## src/rtl/hazard_ctrl_if.sv

```systemverilog
// Hazard-controller signal bundle: the pipeline drives the hazard inputs (master),
// and the controller returns the pipeline-register gating (slave).
interface hazard_ctrl_if;
  logic [2:0]  id_rs;
  logic [2:0]  id_rt;
  logic        id_uses_rs;
  logic        id_uses_rt;
  logic        id_is_md;
  logic        ex_mem_read;
  logic [2:0]  ex_wr_reg;
  logic        ex_branch_taken;
  logic        pc_write;
  logic        ifid_write;
  logic        ifid_flush;
  logic        idex_write;
  logic        idex_flush;
  logic        exmem_bubble;
  logic        md_go;
  logic        busy;
  logic [15:0] stall_cnt;
  logic [15:0] flush_cnt;

  modport master (
    output id_rs, id_rt, id_uses_rs, id_uses_rt, id_is_md,
           ex_mem_read, ex_wr_reg, ex_branch_taken,
    input  pc_write, ifid_write, ifid_flush, idex_write, idex_flush,
           exmem_bubble, md_go, busy, stall_cnt, flush_cnt
  );

  modport slave (
    input  id_rs, id_rt, id_uses_rs, id_uses_rt, id_is_md,
           ex_mem_read, ex_wr_reg, ex_branch_taken,
    output pc_write, ifid_write, ifid_flush, idex_write, idex_flush,
           exmem_bubble, md_go, busy, stall_cnt, flush_cnt
  );
endinterface

```

## src/rtl/hazard_ctrl.sv

```systemverilog
// Pipeline sequencing controller: load-use stalls, branch squash and multicycle md hold.
// Optional stall/flush statistics counters are built when HAZ_STATS_EN is defined.
module hazard_ctrl #(
  parameter int MD_CYCLES = 4,
  parameter int CNT_W     = 3
) (
  input logic          clk,
  input logic          rst,
  hazard_ctrl_if.slave hz
);

  typedef enum logic [0:0] {RUN = 1'b0, MD_BUSY = 1'b1} state_t;

  state_t           r_state;
  state_t           w_state_nxt;
  logic [CNT_W-1:0] r_cnt;
  logic [CNT_W-1:0] w_cnt_nxt;
  logic             w_lu;
  logic             w_pc_write;
  logic             w_ifid_write;
  logic             w_ifid_flush;
  logic             w_idex_write;
  logic             w_idex_flush;
  logic             w_exmem_bubble;
  logic             w_md_go;
  logic             w_busy;

  // r0 is hardwired zero, so a load targeting it never creates a dependency
  assign w_lu = hz.ex_mem_read && (hz.ex_wr_reg != 3'd0) &&
                ((hz.id_uses_rs && (hz.id_rs == hz.ex_wr_reg)) ||
                 (hz.id_uses_rt && (hz.id_rt == hz.ex_wr_reg)));

  // State register and md down-counter
  always_ff @(posedge clk) begin
    if (rst) begin
      r_state <= RUN;
      r_cnt   <= {CNT_W{1'b0}};
    end else begin
      r_state <= w_state_nxt;
      r_cnt   <= w_cnt_nxt;
    end
  end

  // Next-state and output decode
  always_comb begin
    w_state_nxt    = r_state;
    w_cnt_nxt      = r_cnt;
    w_pc_write     = 1'b0;
    w_ifid_write   = 1'b0;
    w_ifid_flush   = 1'b0;
    w_idex_write   = 1'b0;
    w_idex_flush   = 1'b0;
    w_exmem_bubble = 1'b0;
    w_md_go        = 1'b0;
    w_busy         = 1'b0;
    if (rst) begin
      w_ifid_flush   = 1'b1;
      w_idex_write   = 1'b1;
      w_idex_flush   = 1'b1;
      w_exmem_bubble = 1'b1;
      w_state_nxt    = RUN;
      w_cnt_nxt      = {CNT_W{1'b0}};
    end else begin
      case (r_state)
        RUN: begin
          if (hz.ex_branch_taken) begin
            w_pc_write   = 1'b1;
            w_ifid_write = 1'b1;
            w_ifid_flush = 1'b1;
            w_idex_write = 1'b1;
            w_idex_flush = 1'b1;
          end else if (w_lu) begin
            w_idex_write = 1'b1;
            w_idex_flush = 1'b1;
          end else if (hz.id_is_md) begin
            w_pc_write   = 1'b1;
            w_ifid_write = 1'b1;
            w_idex_write = 1'b1;
            w_md_go      = 1'b1;
            w_state_nxt  = MD_BUSY;
            w_cnt_nxt    = CNT_W'(MD_CYCLES - 1);
          end else begin
            w_pc_write   = 1'b1;
            w_ifid_write = 1'b1;
            w_idex_write = 1'b1;
          end
        end
        MD_BUSY: begin
          w_busy    = 1'b1;
          w_cnt_nxt = r_cnt - CNT_W'(1);
          // Last busy cycle: the md result is allowed into EX/MEM
          if (r_cnt == CNT_W'(1)) begin
            w_exmem_bubble = 1'b0;
            w_state_nxt    = RUN;
            w_cnt_nxt      = {CNT_W{1'b0}};
          end else begin
            w_exmem_bubble = 1'b1;
          end
        end
        default: begin
          w_ifid_flush   = 1'b1;
          w_idex_write   = 1'b1;
          w_idex_flush   = 1'b1;
          w_exmem_bubble = 1'b1;
          w_state_nxt    = RUN;
          w_cnt_nxt      = {CNT_W{1'b0}};
        end
      endcase
    end
  end

  assign hz.pc_write     = w_pc_write;
  assign hz.ifid_write   = w_ifid_write;
  assign hz.ifid_flush   = w_ifid_flush;
  assign hz.idex_write   = w_idex_write;
  assign hz.idex_flush   = w_idex_flush;
  assign hz.exmem_bubble = w_exmem_bubble;
  assign hz.md_go        = w_md_go;
  assign hz.busy         = w_busy;

`ifdef HAZ_STATS_EN
  logic [15:0] r_stall_cnt;
  logic [15:0] r_flush_cnt;

  // Saturating statistics counters
  always_ff @(posedge clk) begin
    if (rst) begin
      r_stall_cnt <= 16'h0000;
      r_flush_cnt <= 16'h0000;
    end else begin
      if (!w_pc_write && (r_stall_cnt != 16'hFFFF)) begin
        r_stall_cnt <= r_stall_cnt + 16'h0001;
      end else begin
        r_stall_cnt <= r_stall_cnt;
      end
      if ((r_state == RUN) && hz.ex_branch_taken && (r_flush_cnt != 16'hFFFF)) begin
        r_flush_cnt <= r_flush_cnt + 16'h0001;
      end else begin
        r_flush_cnt <= r_flush_cnt;
      end
    end
  end

  assign hz.stall_cnt = r_stall_cnt;
  assign hz.flush_cnt = r_flush_cnt;
`else
  assign hz.stall_cnt = 16'h0000;
  assign hz.flush_cnt = 16'h0000;
`endif

endmodule

```

## src/flat_wrapper.sv

```systemverilog
// flat-port wrapper written by rule: the top's interface ports become plain ports
module hazard_ctrl_flat 
#(
  parameter int MD_CYCLES = 4,
  parameter int CNT_W     = 3
)
  (clk, rst, hz_id_rs, hz_id_rt, hz_id_uses_rs, hz_id_uses_rt, hz_id_is_md, hz_ex_mem_read, hz_ex_wr_reg, hz_ex_branch_taken, hz_pc_write, hz_ifid_write, hz_ifid_flush, hz_idex_write, hz_idex_flush, hz_exmem_bubble, hz_md_go, hz_busy, hz_stall_cnt, hz_flush_cnt);
  hazard_ctrl_if hz_i ();
  input logic clk;
  input logic rst;
  input wire logic [$bits(hz_i.id_rs)-1:0] hz_id_rs;
  input wire logic [$bits(hz_i.id_rt)-1:0] hz_id_rt;
  input wire logic [$bits(hz_i.id_uses_rs)-1:0] hz_id_uses_rs;
  input wire logic [$bits(hz_i.id_uses_rt)-1:0] hz_id_uses_rt;
  input wire logic [$bits(hz_i.id_is_md)-1:0] hz_id_is_md;
  input wire logic [$bits(hz_i.ex_mem_read)-1:0] hz_ex_mem_read;
  input wire logic [$bits(hz_i.ex_wr_reg)-1:0] hz_ex_wr_reg;
  input wire logic [$bits(hz_i.ex_branch_taken)-1:0] hz_ex_branch_taken;
  output wire logic [$bits(hz_i.pc_write)-1:0] hz_pc_write;
  output wire logic [$bits(hz_i.ifid_write)-1:0] hz_ifid_write;
  output wire logic [$bits(hz_i.ifid_flush)-1:0] hz_ifid_flush;
  output wire logic [$bits(hz_i.idex_write)-1:0] hz_idex_write;
  output wire logic [$bits(hz_i.idex_flush)-1:0] hz_idex_flush;
  output wire logic [$bits(hz_i.exmem_bubble)-1:0] hz_exmem_bubble;
  output wire logic [$bits(hz_i.md_go)-1:0] hz_md_go;
  output wire logic [$bits(hz_i.busy)-1:0] hz_busy;
  output wire logic [$bits(hz_i.stall_cnt)-1:0] hz_stall_cnt;
  output wire logic [$bits(hz_i.flush_cnt)-1:0] hz_flush_cnt;
  assign hz_i.id_rs = hz_id_rs;
  assign hz_i.id_rt = hz_id_rt;
  assign hz_i.id_uses_rs = hz_id_uses_rs;
  assign hz_i.id_uses_rt = hz_id_uses_rt;
  assign hz_i.id_is_md = hz_id_is_md;
  assign hz_i.ex_mem_read = hz_ex_mem_read;
  assign hz_i.ex_wr_reg = hz_ex_wr_reg;
  assign hz_i.ex_branch_taken = hz_ex_branch_taken;
  assign hz_pc_write = hz_i.pc_write;
  assign hz_ifid_write = hz_i.ifid_write;
  assign hz_ifid_flush = hz_i.ifid_flush;
  assign hz_idex_write = hz_i.idex_write;
  assign hz_idex_flush = hz_i.idex_flush;
  assign hz_exmem_bubble = hz_i.exmem_bubble;
  assign hz_md_go = hz_i.md_go;
  assign hz_busy = hz_i.busy;
  assign hz_stall_cnt = hz_i.stall_cnt;
  assign hz_flush_cnt = hz_i.flush_cnt;
  hazard_ctrl #(.MD_CYCLES(MD_CYCLES), .CNT_W(CNT_W)) u_core (.clk(clk), .rst(rst), .hz(hz_i));
endmodule
```

## config.mk

```make
export PLATFORM = sky130hd
export DESIGN_NAME = hazard_ctrl_flat
export DESIGN_NICKNAME = d
export VERILOG_FILES = /design/src/rtl/hazard_ctrl_if.sv /design/src/rtl/hazard_ctrl.sv /design/src/flat_wrapper.sv
export SDC_FILE = /design/constraint.sdc
export NUM_CORES = 1
export LEC_CHECK = 0
export BUFFER_PORTS_ARGS = -buffer_cell sky130_fd_sc_hd__buf_2
export CORE_MARGIN = 2
export CORE_UTILIZATION = 39
export DETAILED_ROUTE_END_ITERATION = 8
export GPL_ROUTABILITY_DRIVEN = 0
export PLACE_DENSITY = 0.89
export SYNTH_ARGS = -nofsm -noshare
export SYNTH_HDL_FRONTEND = slang
export SYNTH_SLANG_ARGS = --single-unit
```

## constraint.sdc

```tcl
create_clock -name clk -period 2.35 [get_ports clk]
set_input_delay 0.47 -clock clk [delete_from_list [all_inputs] [get_ports clk]]
set_output_delay 0.47 -clock clk [all_outputs]
set_load 0.05 [all_outputs]
```

==> results of run 1 <==
[how the worst max path moves through the flow]
stage	startpoint	to	slack, ns	cells after the start
after floorplan	hz_ex_wr_reg[0]	hz_pc_write	0.29	4
after global placement	hz_ex_wr_reg[0]	hz_idex_flush	0.28	7
after detailed placement	hz_ex_wr_reg[1]	hz_idex_flush	0.23	7
after CTS	hz_ex_wr_reg[1]	hz_idex_flush	0.22	7
after global routing	hz_ex_wr_reg[1]	hz_idex_flush	0.06	7
final	hz_ex_wr_reg[1]	hz_idex_flush	0.22	7
[cell usage after synthesis, drive strengths merged]
cell    number  area share
buf         33        0.41
inv          7       0.043
xnor2        6       0.087
dfxtp        4        0.13
a21o         3       0.050
ha           2       0.041
nand2        2       0.025
nand2b       2       0.021
nand4        2       0.021
nor2         2       0.012
o21ai        2       0.017
a21oi        1      0.0083
a221oi       1       0.025
a31oi        1       0.010
a32o         1       0.017
and2b        1       0.014
conb         1      0.0062
mux2i        1       0.017
nand3        1      0.0083
o21a         1       0.012
o31ai        1       0.012
or2          1       0.010
[logic make-up (layout without fill, tap and decap cells)]
family | after synthesis | in the layout | share of synthesized area
AOI/OAI and AO/OA | 11 | 11 | 0.151
xor gates and xnor gates | 6 | 6 | 0.0870
adders and majority gates | 2 | 2 | 0.0414
buffers and inverters | 40 | 33 | 0.453
DFF | 4 | 4 | 0.133
muxes | 1 | 1 | 0.0166
other | 1 | 32 | 0.00621
and+or+nand+nor | 11 | 11 | 0.112
[per-layer routing]
layer / global-route usage / routed length, um
met1: 0.125 / 360
met2: 0.233 / 561
met3: 0.0250 / 116
met4: 0.0727 / 24
met5: 0 / 0
[final cells by class]
cell class              count  area [sq um]  share of cell area
clock buffers               3          22.5              0.0357
inverters                   7          26.3              0.0417
multi-input cells          63           367               0.581
flip-flops and latches      4          80.1               0.127
well taps                  16          20.0              0.0317
repair buffers             23           115               0.183
[critical path, delay by kind of cell]
family / cells / cell delay, ns
buffers and inverters: 2 / 0.37
xor gates and xnor gates: 1 / 0.20
AOI/OAI and AO/OA: 2 / 0.37
and+or+nand+nor: 2 / 0.25
[sequential cells by signal, indices dropped and copies added, names as in the netlist]
| register | flops |
|---|---|
| u_core.r_cnt | 3 |
| u_core.r_state | 1 |
[power by group through the flow]
stage	Sequential [mW]	Clock, mW	Combinational (mW)
floorplan	0.0818	0	0.240
global placement	0.0830	0	0.225
detailed placement	0.0835	0	0.230
CTS	0.0824	0.0917	0.231
global route	0.0836	0.0972	0.244
finish	0.0824	0.0880	0.230
==> impl_metrics.py, run 1 <==
metrics = {
    "run_status": {
        "status": "finished, final reports clean",
    },
    "worst_setup_path": {
        "reg2reg_slack_ns": 1.29,
        "path_class": "input port to output port",
        "required_ns": 1.88,
        "cp-start-kind": "input port",
        "r2r-start": "u_core.r_cnt[0]$_SDFFE_PP0P_",
        "critical_path.max_stage_delay_ns": 0.25,
        "slowest_stage": "a21o_4",
        "path_common_cell": "buf_2",
        "crit_chain": "buf_2 -> xnor2_1 -> nand4_1 -> a21o_4 -> a21oi_1 -> or2_1 -> buf_2",
        "cp-end-kind": "output port",
        "cp_data_arrival_time_ns": 1.66,
        "worstRegToRegCells": 5,
        "cp_max_fo": 4,
        "reg2reg_to": "u_core.r_cnt[2]$_SDFFE_PP0P_",
    },
    "layout": {
        "final_cells": 116,
        "areaGrowthSynthToFinish_pct": 4.35,
        "final_common_cell": "conb_1",
        "layout-drive-gt1-share": 0.300,
        "final.fill_count": 159,
        "nNetsFinal": 120,
        "final_core_util": 0.429,
        "layout_common_cells": "conb_1, buf_2, inv_1, xnor2_1, dfxtp_1",
        "diodes": 0,
        "postLayoutCellArea_sq_um": 631,
    },
    "grt": {
        "grt_overflow": 0,
        "antenna_found_initial": 0,
        "grt_pass1_vias": 387,
        "grt_max_degree": 9,
        "grt_usage": 0.124,
        "grt_pass1_wl_um": 1660,
    },
    "hold_path": {
        "hold_class": "input port to flop",
        "hold_path_depth": 2,
        "holdCritStartpoint": "rst",
        "min_to": "u_core.r_cnt[1]$_SDFFE_PP0P_",
    },
    "detailed_routing": {
        "avgRoutedWirePerCell_um": 9.16,
        "drtPass1Iterations": 2,
        "detail-route-antenna-nets": 0,
        "drt_iter0_markers": 5,
        "vias": 457,
        "drt-total-wl_um": 1060,
        "viasPerCell": 3.94,
        "post-route-drc-count": 0,
    },
    "floorplan": {
        "die_w_um": 43.4,
        "die_h_um": 43.4,
        "start_util": 0.411,
        "rows": 14,
        "core-area_sq_um": 1470,
        "ios": 56,
        "dieArea_sq_um": 1880,
    },
    "synthesis": {
        "ys_types": 24,
        "yosysWarnings": 0,
        "ys_seq_elements": 4,
        "syn_area_sq_um": 604,
        "synth_area_per_cell_sq_um": 7.95,
        "ys_seq_area_frac": 0.133,
        "netlist_instances": 76,
    },
    "pwr": {
        "comb_power_share": 0.575,
        "intPower_uw": 176,
        "peakVddDrop_mv": 0.224,
        "p_switching_uw": 225,
        "p_seq_frac": 0.206,
        "power.share.clock": 0.220,
        "finalPower_uw": 401,
        "p_leak_nw": 0.359,
        "switching_share": 0.561,
        "pwr_density_cell_nw_per_um2": 636,
    },
    "cts": {
        "clk_pin_slew_ns": 0.04,
        "cts_tree": "built",
        "cts.path.max_buffers": 2,
        "htreeDepth": 1,
        "clock-sinks": 4,
        "postCtsResizedCells": 0,
        "insertion_delay_ns": 0.24,
        "cts_root_buffer": "clkbuf_4",
        "ctsHoldBuffers": 0,
        "numCtsBuffers": 3,
        "post_cts_buffers": 0,
    },
    "timing": {
        "hold_violations": 0,
        "setup_viol": 0,
        "whs_ns": 0.486,
        "fin_worst_skew_ns": 0.00118,
        "finalSetupTns_ns": 0,
        "fin_crit_sh": 0.906,
        "finalWorstSetupSlack_ns": 0.220,
        "fmax_mhz": 470,
        "finalCriticalPeriod_ns": 2.13,
        "maxSlewViolCount": 0,
        "rsz0062_at_grt": "false",
    },
    "placement": {
        "pre_cts_ws_ns": 0.228,
        "portBuffers": 23,
        "hpwl_um": 954,
        "dp.cells": 113,
        "placed_area_sq_um": 608,
    },
    "run": {
        "maxCapViolCount": 0,
    },
}
Power figures use the tool's default switching activity.
==> run 2: changes to the inputs <==
ABC_AREA = 1   (was not set)
CORE_UTILIZATION = 41   (was 39)
SLEW_MARGIN = 25   (was not set)
==> run 2 against run 1 <==
Compared with the run above:
- core utilization rose by 3.3 points
- largest cell class unchanged
- first-iteration DRC count fell by 20%
- largest power group unchanged
- clock power rose by 2%
- hold slack improved by 0.052 ns
==> impl_metrics.py, run 2 <==
metrics = {
    "run_status": {
        "status": "finished, final reports clean",
    },
    "cts": {
        "ctsHoldBuffers": 0,
        "htreeDepth": 1,
        "post_cts_buffers": 0,
        "postCtsResizedCells": 0,
        "cts_root_buffer": "clkbuf_4",
        "clock-sinks": 4,
        "clk_pin_slew_ns": 0.03,
        "cts_tree": "built",
        "cts.path.max_buffers": 2,
        "numCtsBuffers": 3,
        "insertion_delay_ns": 0.25,
    },
    "grt": {
        "busiest_layer": "met2",
        "grt_pass1_wl_um": 1650,
        "grt_use_met2": 0.217,
        "grt_max_degree": 6,
        "met3_usage": 0.0490,
        "grt_usage": 0.119,
        "grt_pass1_vias": 456,
        "grt.met1_usage": 0.0998,
        "grt_overflow": 0,
        "antenna_found_initial": 0,
    },
    "timing": {
        "fin_crit_sh": 0.835,
        "fmax_mhz": 510,
        "setup_viol": 0,
        "maxSlewViolCount": 0,
        "finalSetupTns_ns": 0,
        "finalCriticalPeriod_ns": 1.96,
        "hold_violations": 0,
        "rsz0062_at_grt": "false",
        "fin_worst_skew_ns": 0.00625,
    },
    "floorplan": {
        "core-area_sq_um": 1520,
        "die_w_um": 44.6,
        "ios": 56,
        "rows": 14,
        "start_util": 0.444,
        "die_h_um": 44.6,
        "dieArea_sq_um": 1990,
    },
    "synthesis": {
        "ys_top_cells_by_area": "buf_4, nand2_1, dfxtp_1",
        "async_flop_share": 0,
        "ys_seq_elements": 4,
        "ys_seq_area_frac": 0.118,
        "synth_common_cells": "buf_4, nand2_1, inv_1",
        "synth_top_cell_area_share": 0.366,
        "ys_types": 17,
        "yosys.area.top_type": "buf_4",
        "syn_area_sq_um": 677,
        "synth_edf_count": 0,
        "synth_area_per_cell_sq_um": 5.99,
        "netlist_instances": 113,
        "yosysMostFrequentCell": "buf_4",
        "yosysWarnings": 0,
        "synth_flop_cell": "dfxtp_1",
    },
    "worst_setup_path": {
        "crit_chain": "buf_2 -> inv_2 -> nand2_1 -> nand2_1 -> nor2_1 -> nand2_1 -> nand2_2 -> nand2_4 -> o21ai_0 -> inv_1 -> buf_2",
        "required_ns": 1.88,
        "cp-end-kind": "output port",
        "path_class": "input port to output port",
        "cp_data_arrival_time_ns": 1.49,
        "cp-start-kind": "input port",
        "slowest_stage": "buf_2",
        "critical_path.max_stage_delay_ns": 0.21,
        "path_common_cell": "nand2_1",
        "reg2reg_slack_ns": 1.19,
        "cp_max_fo": 4,
    },
    "pwr": {
        "peakVddDrop_mv": 0.249,
        "p_leak_nw": 0.490,
        "pwr_density_cell_nw_per_um2": 581,
        "finalPower_uw": 409,
    },
    "detailed_routing": {
        "vias": 589,
        "detail-route-antenna-nets": 0,
        "drt_iter0_markers": 4,
        "drtPass1Iterations": 4,
        "drt-total-wl_um": 1140,
        "viasPerCell": 3.85,
        "post-route-drc-count": 0,
        "avgRoutedWirePerCell_um": 7.44,
    },
    "layout": {
        "top_regs": "u_core.r_cnt: 3 flops, u_core.r_state: 1 flops",
        "seqCellArea_sq_um": 80.1,
        "final_core_util": 0.461,
        "layout_common_cells": "conb_1, nand2_1, buf_2, inv_1, nor2_1",
        "final_common_cell": "conb_1",
        "nNetsFinal": 157,
        "areaGrowthSynthToFinish_pct": 3.88,
        "final.fill_count": 170,
        "largest_register_ff_count": 3,
        "diodes": 0,
        "multi_input_area_sq_um": 379,
        "layout-drive-gt1-share": 0.248,
        "top_register": "u_core.r_cnt",
    },
    "run": {
        "maxCapViolCount": 0,
    },
    "hold_path": {
        "hold_class": "input port to flop",
    },
    "placement": {
        "hpwl_um": 978,
        "portBuffers": 23,
    },
}
[run 2: worst paths after layout]
check / from / to / cells past startpoint
worst max-delay path: hz_ex_wr_reg[2] / hz_pc_write / 11
worst min-delay path: rst / u_core.r_cnt[1]$_SDFFE_PP0P_ / 4
worst max register to register: u_core.r_cnt[1]$_SDFFE_PP0P_ / u_core.r_cnt[2]$_SDFFE_PP0P_ / 9
worst min register to register: u_core.r_cnt[1]$_SDFFE_PP0P_ / u_core.r_cnt[1]$_SDFFE_PP0P_ / 4
[run 2: layer usage]
layer | part of all wire | up-vias
li1 | - | 315
met1 | 0.38 | 240
met2 | 0.49 | 32
met3 | 0.10 | 2
met4 | 0.020 | 0
met5 | 0 | -
[run 2: layout make-up]
cell class              instances  share of cell area
multi-input cells              84               0.539
well taps                      16              0.0285
flip-flops and latches          4               0.114
clock buffers                   3              0.0320
inverters                      23               0.123
repair buffers                 23               0.164
[run 2: through the flow]
| step | cells | hold slack, ns | worst slack [ns] | area, sq um |
|---|---|---|---|---|
| 6_report | 153 | 0.537 | 0.388 | 703 |
| 5_1_grt | 153 | 0.547 | 0.297 | 703 |
| 4_1_cts | 153 | 0.531 | 0.399 | 703 |
| 3_5_place_dp | 150 | 0.546 | 0.403 | 681 |
| 3_3_place_gp | 150 | 0.534 | 0.429 | 681 |
| 2_1_floorplan | 144 | 0.507 | 0.216 | 793 |
[run 2: worst max-delay path: cells and delay by family]
| kind | cells | cell delay, ns |
|---|---|---|
| AND/OR/NAND/NOR | 6 | 0.39 |
| buffers and inverters | 4 | 0.44 |
| AO/OA/AOI/OAI | 1 | 0.20 |
[run 2: power breakdown]
group	leakage, nW	internal (mW)	switching, mW	total [mW]
Combinational	0.443	0.0401	0.199	0.239
Clock	0.0138	0.0574	0.0325	0.0899
Sequential	0.0330	0.0750	0.00427	0.0793
[run 2: cells by family after synthesis]
family | synth area share
adder cells (fa/ha/maj) | 0.0370
other | 0.00554
AND/OR/NAND/NOR | 0.255
AO/OA/AOI/OAI | 0.0906
buffers and inverters | 0.494
flip-flops | 0.118
==> run 3: changes to the inputs <==
CORE_UTILIZATION = 34   (was 41)
PLACE_DENSITY = 0.8   (was 0.89)
clock period = 1.8 ns   (was 2.35 ns; I/O delays follow)
==> run 3 against run 2 <==
Compared with the run above:
- power increased by 30%
- final area increased by 4.3%
- largest power group unchanged
- cell count increased by 7.2%
- sequential power increased by 30%
- combinational power increased by 33%
- count of clock-buffer cells in the layout unchanged
- non-clock buffer count unchanged
- setup slack got worse by 0.29 ns
==> impl_metrics.py, run 3 (synthesis results as in run 2) <==
metrics = {
    "floorplan": {
        "ios": 56,
        "rows": 16,
        "die_h_um": 48.6,
        "start_util": 0.352,
        "dieArea_sq_um": 2360,
        "core-area_sq_um": 1920,
        "die_w_um": 48.6,
    },
    "pwr": {
        "switching_share": 0.571,
        "peakVddDrop_mv": 0.315,
        "power.share.clock": 0.206,
        "p_leak_nw": 0.491,
        "comb_power_share": 0.599,
        "pwr_density_cell_nw_per_um2": 724,
        "p_seq_frac": 0.195,
        "finalPower_uw": 531,
        "p_switching_uw": 303,
        "intPower_uw": 228,
    },
    "layout": {
        "diodes": 0,
        "final_core_util": 0.382,
        "layout-drive-gt1-share": 0.277,
        "layout_common_cells": "conb_1, nand2_1, buf_2, inv_1, nor2_1",
        "final.fill_count": 222,
        "areaGrowthSynthToFinish_pct": 8.32,
        "top_regs": "u_core.r_cnt: 3 flops, u_core.r_state: 1 flops",
        "largest_register_ff_count": 3,
        "nNetsFinal": 157,
        "final_common_cell": "conb_1",
        "top_register": "u_core.r_cnt",
    },
    "cts": {
        "cts_root_buffer": "clkbuf_4",
        "cts_tree": "built",
        "insertion_delay_ns": 0.23,
        "cts.path.max_buffers": 2,
        "ctsHoldBuffers": 0,
        "post_cts_buffers": 0,
        "postCtsResizedCells": 0,
        "clk_pin_slew_ns": 0.04,
        "clock-sinks": 4,
        "htreeDepth": 1,
        "numCtsBuffers": 3,
    },
    "detailed_routing": {
        "detail-route-antenna-nets": 0,
        "drt-total-wl_um": 1100,
        "drtPass1Iterations": 4,
        "drt_iter0_markers": 15,
        "avgRoutedWirePerCell_um": 6.73,
        "post-route-drc-count": 0,
        "vias": 596,
        "viasPerCell": 3.63,
    },
    "worst_setup_path": {
        "cp-end-kind": "output port",
        "required_ns": 1.44,
        "cp_data_arrival_time_ns": 1.34,
        "reg2reg_to": "u_core.r_cnt[2]$_SDFFE_PP0P_",
        "r2r-start": "u_core.r_cnt[1]$_SDFFE_PP0P_",
        "cp-start-kind": "input port",
        "worstRegToRegCells": 9,
        "path_class": "input port to output port",
        "reg2reg_slack_ns": 0.60,
        "cp_max_fo": 5,
    },
    "timing": {
        "fin_crit_sh": 0.946,
        "finalCriticalPeriod_ns": 1.70,
        "fin_worst_skew_ns": 0.00934,
        "rsz0062_at_grt": "true",
        "setup_viol": 0,
        "finalWorstSetupSlack_ns": 0.0969,
        "maxSlewViolCount": 0,
        "fmax_mhz": 587,
        "hold_violations": 0,
    },
    "hold_path": {
        "hold_path_depth": 4,
        "min_to": "u_core.r_cnt[1]$_SDFFE_PP0P_",
        "hold_class": "input port to flop",
        "holdCritStartpoint": "rst",
    },
    "run": {
        "maxCapViolCount": 0,
    },
    "placement": {
        "portBuffers": 23,
        "pre_cts_ws_ns": 0.0729,
        "hpwl_um": 991,
    },
    "grt": {
        "grt_pass1_wl_um": 1740,
        "antenna_found_initial": 0,
        "grt_overflow": 0,
        "grt_pass1_vias": 479,
        "grt_usage": 0.0928,
        "grt_max_degree": 6,
    },
    "run_status": {
        "status": "finished, final reports clean",
    },
}
-- run 3: metal layers --
layer / share of wire / GRT usage
met5: 0 / 0
met4: 0.0073 / 0.0619
met3: 0.087 / 0.0185
met2: 0.54 / 0.178
met1: 0.36 / 0.0873
-- run 3: cell type report --
class                           count  area (sq um)  share of cell area
Multi-Input combinational cell     84           390               0.532
Tap cell                           27          33.8              0.0461
Clock buffer                        3          22.5              0.0307
Sequential cell                     4          80.1               0.109
Timing Repair Buffer               23           120               0.164
Inverter                           23          86.3               0.118
-- run 3: worst max path at each step --
stage          slack (ns)  cells past startpoint                 startpoint            end
5_1_grt             -0.01                     11            hz_ex_wr_reg[2]    hz_pc_write
2_1_floorplan        0.09                      3  u_core.r_state$_SDFF_PP0_  hz_idex_write
3_5_place_dp         0.07                     11            hz_ex_wr_reg[2]    hz_pc_write
3_3_place_gp         0.05                     11            hz_ex_wr_reg[1]  hz_ifid_write
6_report              0.1                      6            hz_ex_wr_reg[0]       hz_md_go
4_1_cts              0.07                     11            hz_ex_wr_reg[2]    hz_pc_write
-- run 3: power by group through the flow --
stage	clock network, mW	logic (mW)	registers (mW)
2_1_floorplan	0	0.327	0.103
3_3_place_gp	0	0.312	0.105
3_5_place_dp	0	0.315	0.105
4_1_cts	0.112	0.315	0.103
5_1_grt	0.119	0.339	0.104
6_report	0.110	0.318	0.103
-- run 3: through the flow --
step                      instance area [sq um]  hold WS (ns)  cells  setup TNS [ns]
final                                       733         0.435    164               0
after global placement                      706         0.537    161               0
after global routing                        733         0.475    164         -0.0202
after CTS                                   728         0.437    164               0
after detailed placement                    706         0.542    161               0
after floorplan                             805         0.505    144               0
-- run 3: critical path, cell delays in order --
cell and delay, ns:
buf_2 0.12, o31a_2 0.36, nand2_4 0.09, nand2_4 0.07
nor2_2 0.07, buf_2 0.26
